[config.mk]
export PLATFORM = sky130hd
export DESIGN_NAME = rw_flow_ctrl_flat
export DESIGN_NICKNAME = d
export VERILOG_FILES = /design/src/rtl/rw_flow_ctrl_pkg.sv /design/src/rtl/rw_flow_ctrl_if.sv /design/src/rtl/rw_flow_timer.sv /design/src/rtl/rw_flow_ctrl.sv /design/src/flat_wrapper.sv
export SDC_FILE = /design/constraint.sdc
export NUM_CORES = 1
export LEC_CHECK = 0
export ABC_CLOCK_PERIOD_IN_PS = 2300
export BUFFER_PORTS_ARGS = -buffer_cell sky130_fd_sc_hd__buf_2
export CAP_MARGIN = 20
export CORE_ASPECT_RATIO = 1.75
export CORE_MARGIN = 2
export CORE_UTILIZATION = 40
export DETAILED_ROUTE_END_ITERATION = 16
export PLACE_DENSITY = 0.62
export RECOVER_POWER = 50
export SLEW_MARGIN = 25
export SYNTH_ARGS = -nofsm -noshare
export SYNTH_HDL_FRONTEND = slang
export SYNTH_SLANG_ARGS = --single-unit
[constraint.sdc]
create_clock -name Clk -period 2.3 [get_ports Clk]
set_input_delay 0.69 -clock Clk [delete_from_list [all_inputs] [get_ports Clk]]
set_output_delay 0.69 -clock Clk [all_outputs]
set_load 0.02 [all_outputs]
[src/rtl/rw_flow_ctrl_pkg.sv]
// rtl/rw_flow_ctrl_pkg.sv - shared state encoding and access-direction constants
// for the read/write command sequencer.
package rw_flow_pkg;

  localparam logic [1:0] IDLE   = 2'd0;
  localparam logic [1:0] ACCESS = 2'd1;
  localparam logic [1:0] SAMPLE = 2'd2;
  localparam logic [1:0] TX     = 2'd3;

  localparam logic RW_READ  = 1'b0;
  localparam logic RW_WRITE = 1'b1;

  typedef enum logic [1:0] {
    ST_IDLE   = IDLE,
    ST_ACCESS = ACCESS,
    ST_SAMPLE = SAMPLE,
    ST_TX     = TX
  } state_t;

endpackage

[src/rtl/rw_flow_ctrl_if.sv]
// rtl/rw_flow_ctrl_if.sv - command, memory and Tx signal bundle of the sequencer;
// the slave side belongs to rw_flow_ctrl, the master side to its environment.
interface rw_flow_ctrl_if #(
  parameter int ADDR_W = 8,
  parameter int DATA_W = 8
);

  logic              ValidCmd;
  logic              RW;
  logic [ADDR_W-1:0] CmdAddr;
  logic [DATA_W-1:0] CmdData;
  logic [DATA_W-1:0] MemRdData;
  logic              TxDone;

  logic              AccessMem;
  logic              RWMem;
  logic [ADDR_W-1:0] MemAddr;
  logic [DATA_W-1:0] MemWrData;
  logic              SampleData;
  logic              TxData;
  logic [DATA_W-1:0] TxWord;

  modport master (
    output ValidCmd, RW, CmdAddr, CmdData, MemRdData, TxDone,
    input  AccessMem, RWMem, MemAddr, MemWrData, SampleData, TxData, TxWord
  );

  modport slave (
    input  ValidCmd, RW, CmdAddr, CmdData, MemRdData, TxDone,
    output AccessMem, RWMem, MemAddr, MemWrData, SampleData, TxData, TxWord
  );

endinterface

[src/rtl/rw_flow_timer.sv]
// rtl/rw_flow_timer.sv - loadable down counter that stops at zero and flags it;
// load takes priority over counting.
module rw_flow_timer #(
  parameter int W = 8
) (
  input  logic         Clk,
  input  logic         Reset,
  input  logic         load,
  input  logic [W-1:0] load_val,
  input  logic         en,
  output logic         zero
);

  logic [W-1:0] count;

  always_ff @(posedge Clk or posedge Reset) begin
    if (Reset) begin
      count <= '0;
    end else if (load) begin
      count <= load_val;
    end else if (en && (count != '0)) begin
      count <= count - 1'b1;
    end
  end

  assign zero = (count == '0);

endmodule

[src/rtl/rw_flow_ctrl.sv]
// rtl/rw_flow_ctrl.sv - one-command-at-a-time read/write sequencer: memory access,
// read-data sampling and supervised hand-off to the serial transmitter.
module rw_flow_ctrl
  import rw_flow_pkg::*;
#(
  parameter int ADDR_W  = 8,
  parameter int DATA_W  = 8,
  parameter int MEM_LAT = 2,
  parameter int TX_TO_W = 8
) (
  input  logic            Clk,
  input  logic            Reset,
  input  logic            Active,
  input  logic            Mode,
  output logic            Busy,
  output logic            CmdDrop,
  output logic            TxErr,
  rw_flow_ctrl_if.slave   bus
);

  localparam int MEM_W = (MEM_LAT < 2) ? 1 : $clog2(MEM_LAT);

  // Timers are loaded one short because the state also spends its zero cycle there.
  localparam logic [MEM_W-1:0]   MEM_LOAD = MEM_W'(MEM_LAT - 1);
  localparam logic [TX_TO_W-1:0] TX_LOAD  = TX_TO_W'((2 ** TX_TO_W) - 2);

  state_t state;
  logic   accept;
  logic   mem_zero;
  logic   tx_zero;

  assign accept = (state == ST_IDLE) && bus.ValidCmd && Active && Mode;

  rw_flow_timer #(.W(MEM_W)) u_mem_timer (
    .Clk      (Clk),
    .Reset    (Reset),
    .load     (accept),
    .load_val (MEM_LOAD),
    .en       (state == ST_ACCESS),
    .zero     (mem_zero)
  );

  rw_flow_timer #(.W(TX_TO_W)) u_tx_timer (
    .Clk      (Clk),
    .Reset    (Reset),
    .load     (state == ST_SAMPLE),
    .load_val (TX_LOAD),
    .en       (state == ST_TX),
    .zero     (tx_zero)
  );

  always_ff @(posedge Clk or posedge Reset) begin
    if (Reset) begin
      state          <= ST_IDLE;
      bus.AccessMem  <= 1'b0;
      bus.RWMem      <= RW_READ;
      bus.MemAddr    <= '0;
      bus.MemWrData  <= '0;
      bus.SampleData <= 1'b0;
      bus.TxData     <= 1'b0;
      bus.TxWord     <= '0;
      Busy           <= 1'b0;
      CmdDrop        <= 1'b0;
      TxErr          <= 1'b0;
    end else begin
      CmdDrop <= bus.ValidCmd && !accept;
      TxErr   <= 1'b0;

      if ((state != ST_IDLE) && !Active) begin
        state          <= ST_IDLE;
        bus.AccessMem  <= 1'b0;
        bus.RWMem      <= RW_READ;
        bus.SampleData <= 1'b0;
        bus.TxData     <= 1'b0;
        Busy           <= 1'b0;
        TxErr          <= 1'b1;
      end else begin
        case (state)
          ST_IDLE: begin
            if (accept) begin
              state         <= ST_ACCESS;
              bus.AccessMem <= 1'b1;
              bus.RWMem     <= bus.RW;
              bus.MemAddr   <= bus.CmdAddr;
              bus.MemWrData <= bus.CmdData;
              Busy          <= 1'b1;
            end
          end

          ST_ACCESS: begin
            if (mem_zero) begin
              bus.AccessMem <= 1'b0;
              if (bus.RWMem == RW_WRITE) begin
                state     <= ST_IDLE;
                bus.RWMem <= RW_READ;
                Busy      <= 1'b0;
              end else begin
                state          <= ST_SAMPLE;
                bus.SampleData <= 1'b1;
              end
            end
          end

          ST_SAMPLE: begin
            state          <= ST_TX;
            bus.SampleData <= 1'b0;
            bus.TxWord     <= bus.MemRdData;
            bus.TxData     <= 1'b1;
          end

          ST_TX: begin
            if (bus.TxDone) begin
              state      <= ST_IDLE;
              bus.TxData <= 1'b0;
              Busy       <= 1'b0;
            end else if (tx_zero) begin
              state      <= ST_IDLE;
              bus.TxData <= 1'b0;
              Busy       <= 1'b0;
              TxErr      <= 1'b1;
            end
          end

          default: state <= ST_IDLE;
        endcase
      end
    end
  end

endmodule

[src/flat_wrapper.sv]
// flat-port wrapper written by rule: the top's interface ports become plain ports
module rw_flow_ctrl_flat import rw_flow_pkg::*;
#(
  parameter int ADDR_W  = 8,
  parameter int DATA_W  = 8,
  parameter int MEM_LAT = 2,
  parameter int TX_TO_W = 8
)
  (Clk, Reset, Active, Mode, Busy, CmdDrop, TxErr, bus_ValidCmd, bus_RW, bus_CmdAddr, bus_CmdData, bus_MemRdData, bus_TxDone, bus_AccessMem, bus_RWMem, bus_MemAddr, bus_MemWrData, bus_SampleData, bus_TxData, bus_TxWord);
  rw_flow_ctrl_if #(.ADDR_W(ADDR_W), .DATA_W(DATA_W)) bus_i ();
  input  logic Clk;
  input  logic Reset;
  input  logic Active;
  input  logic Mode;
  output logic Busy;
  output logic CmdDrop;
  output logic TxErr;
  input wire logic [$bits(bus_i.ValidCmd)-1:0] bus_ValidCmd;
  input wire logic [$bits(bus_i.RW)-1:0] bus_RW;
  input wire logic [$bits(bus_i.CmdAddr)-1:0] bus_CmdAddr;
  input wire logic [$bits(bus_i.CmdData)-1:0] bus_CmdData;
  input wire logic [$bits(bus_i.MemRdData)-1:0] bus_MemRdData;
  input wire logic [$bits(bus_i.TxDone)-1:0] bus_TxDone;
  output wire logic [$bits(bus_i.AccessMem)-1:0] bus_AccessMem;
  output wire logic [$bits(bus_i.RWMem)-1:0] bus_RWMem;
  output wire logic [$bits(bus_i.MemAddr)-1:0] bus_MemAddr;
  output wire logic [$bits(bus_i.MemWrData)-1:0] bus_MemWrData;
  output wire logic [$bits(bus_i.SampleData)-1:0] bus_SampleData;
  output wire logic [$bits(bus_i.TxData)-1:0] bus_TxData;
  output wire logic [$bits(bus_i.TxWord)-1:0] bus_TxWord;
  assign bus_i.ValidCmd = bus_ValidCmd;
  assign bus_i.RW = bus_RW;
  assign bus_i.CmdAddr = bus_CmdAddr;
  assign bus_i.CmdData = bus_CmdData;
  assign bus_i.MemRdData = bus_MemRdData;
  assign bus_i.TxDone = bus_TxDone;
  assign bus_AccessMem = bus_i.AccessMem;
  assign bus_RWMem = bus_i.RWMem;
  assign bus_MemAddr = bus_i.MemAddr;
  assign bus_MemWrData = bus_i.MemWrData;
  assign bus_SampleData = bus_i.SampleData;
  assign bus_TxData = bus_i.TxData;
  assign bus_TxWord = bus_i.TxWord;
  rw_flow_ctrl #(.ADDR_W(ADDR_W), .DATA_W(DATA_W), .MEM_LAT(MEM_LAT), .TX_TO_W(TX_TO_W)) u_core (.Clk(Clk), .Reset(Reset), .Active(Active), .Mode(Mode), .Busy(Busy), .CmdDrop(CmdDrop), .TxErr(TxErr), .bus(bus_i));
endmodule
==> run summary <==
RSZ-0062 raised after global routing = false
Vias in the first global route = 1465
Dpl cell area = 2290 sq um
Routed wl met3 = 201 um
Setup violations, final = 0
Synth-to-Final Area Change = 22.3%
Buffers & Inverters on Critical Path = 1
Cell Chain, Critical Path = inv_1 -> ha_1 -> or2_2 -> nand2_2 -> mux2_2
Power Density = 1350 nW/um^2
Delay-heaviest family, CP = simple AND/OR/NAND/NOR gates
Syn avg cell area = 12.5 sq um
Leak pwr = 1.10 nW
Setup TNS = 0 ns
Drt drc = 0
Post-route minimum period = 2.01 ns
Max clock buf depth = 2
H-tree depth = 2
Grt total ovfl = 0
EDFF count, synth = 0
Synth Cell Area = 1940 sq um
DR vias = 1396
DRT Wirelength = 4130 um
CP Class = register to register
Pin count of the biggest net entering global routing = 43
Async SR Flop Fraction = 100%
Initial antenna violation count = 0
Sequential power share = 39.2%
Max Cap Violations = 0
DR pass1 iterations = 4
CTS clk-pin slew, worst paths = 0.08 ns
Max Freq = 499 MHz
P_sw = 0.00125 W
Arrival time worst endpoint = 2.18 ns
Final #Nets = 257
I/O Pins = 62
Gpl congestion = 0.702
Register area share after synthesis = 54.1%
Period utilization = 87.2%
Synth Instances = 155
Setup repair bufs after CTS = 0
Syn_nets = 192
End-of-flow core utilization = 51.0%
Uppermost layer routed = met4
Slew margin rel. = 30.3%
Internal Power = 0.00196 W
TritonCTS clock tree = done
Clock network power share = 17.7%
Fin area = 2380 sq um
Worst path max stage delay = 0.44 ns
Top FF cell, synth = dfrtp_1
Count of cells resized by post-cts repair = 0
Number of synthesis warnings = 0
Total CTS buffers = 5
Logic gate share of total power = 43.0%
Crit path max fanout = 9
Worst skew pair latency = 0.29 ns
Vias per cell = 5.11
Critical path required time = 2.48 ns
CTS root buf = clkbuf_8
DRT iter0 DRCs = 31
Die ar. = 5450 sq um
Ant diodes = 0
Maximum VDD drop = 0.802 mV
CORE AREA = 4670 sq um
Antenna-violating nets left = 0
Share of cells above drive strength 1 = 40.7%
Hold Vio Cnt, Final = 0
Routed length per instance = 15.1 um
Num rows = 33
Crit path capture type = register
Post-detail-place hpwl = 3140 um
Status = finished clean
IO Port Bufs = 61
Synthesis-stage register bit count = 42
Power after layout = 0.00321 W
Initial Utilization = 41.6%
Max-slew violations = 0
Overall global routing resource usage = 16.1%
DIE WIDTH = 56.7 um
Skew final = 0.00579 ns
Hold buffers post-CTS = 0
Chip height = 96.2 um
Slowest stage cell, crit path = dfrtp_1
First-pass GRT wire length = 6840 um
M1 wire length = 1540 um
Distinct cells, synth = 42
HP Class = register to register
Sink Count = 42
Sw frac = 39.0%
WL met2 = 2350 um
Slew @ Worst Pin = 1.05 ns
Startpoint class of the critical path = register
-- cell usage in the layout (no fill, tap or decap), types with 3 or more instances in the layout --
cell type	instances
mux2i_1	4
nor2_1	8
nand3_1	3
buf_4	3
o21ai_0	7
dfrtp_1	42
clkbuf_1	17
ha_1	6
nand2b_1	4
a21oi_1	4
inv_1	8
clkbuf_8	5
mux2_2	24
buf_2	46
xor2_1	4
-- state kept, by name, summed over array words and instances, names as in the netlist, 2 cells and up --
register	count
u_core.u_tx_timer.count	8
u_core.bus.TxWord	8
u_core.bus.MemAddr	8
u_core.state	2
u_core.bus.MemWrData	8
-- final timing paths --
| kind | slack [ns] | depth (start not counted) | endpoint | startpoint |
|---|---|---|---|---|
| max | 0.29 | 5 | u_core.bus.TxWord[7] | u_core.state[0] |
| min | 0.50 | 1 | u_core.bus.MemWrData[0] | u_core.bus.MemWrData[0] |
| max reg2reg | 0.29 | 5 | u_core.bus.TxWord[7] | u_core.state[0] |
| min reg2reg | 0.50 | 1 | u_core.bus.MemWrData[0] | u_core.bus.MemWrData[0] |
| max in group asynchronous | 0.94 | 3 | u_core.u_tx_timer.count[7] | Reset |
| min in group asynchronous | 0.71 | 3 | u_core.bus.MemAddr[4] | Reset |
-- cell usage after synthesis, drive strengths merged, types with 4 or more instances --
master | n | area share [%]
dfrtp | 42 | 54
mux2 | 24 | 14
inv | 8 | 1.5
nor2 | 8 | 1.5
o21ai | 8 | 2.3
ha | 6 | 3.9
buf | 5 | 1.7
a21oi | 4 | 1.0
mux2i | 4 | 2.1
nand2 | 4 | 1.0
nand2b | 4 | 1.3
xor2 | 4 | 1.8
-- power groups by stage --
| stage | registers, W | logic (W) | clock network, W |
|---|---|---|---|
| 2_1_floorplan | 0.00157 | 0.000676 | 0 |
| 3_3_place_gp | 0.00126 | 0.00141 | 0 |
| 3_5_place_dp | 0.00127 | 0.00143 | 0 |
| 4_1_cts | 0.00126 | 0.00144 | 0.000587 |
| 5_1_grt | 0.00131 | 0.00151 | 0.000613 |
| 6_report | 0.00126 | 0.00138 | 0.000569 |
-- final cells by class --
cell class                      count  area (sq um)
Clock inverter                      1          30.0
Clock buffer                        7          76.3
Sequential cell                    42          1050
Fill cell                         453          2290
Tap cell                           52          65.1
Timing Repair Buffer               65           314
Multi-Input combinational cell     98           811
Inverter                            8          30.0
-- stage by stage --
stage,cells,setup WS (ns),hold WS [ns]
4_1_cts,273,0.290,0.506
3_5_place_dp,265,0.300,0.487
3_3_place_gp,265,0.325,0.484
2_1_floorplan,155,0.400,0.480
6_report,273,0.295,0.502
5_1_grt,273,0.182,0.522
-- kinds of logic (layout without fill, tap and decap cells) --
group,Yosys count,in the layout,synth area share (%)
AND/OR/NAND/NOR,35,35,11.3
adder cells (fa/ha/maj),6,6,3.86
XOR/XNOR,5,5,2.25
AO/OA/AOI/OAI,24,24,8.31
buffers and inverters,15,81,4.19
multiplexers,28,28,16.0
flip-flops,42,42,54.1
-- per-layer routing --
metal / vias to the layer above / GRT usage, %
met3: 4 / 3.76
li1: 675 / -
met2: 38 / 29.8
met1: 679 / 17.9
met4: 0 / 5.36
met5: - / 0
No activity file was read; power rests on OpenSTA's default activity.
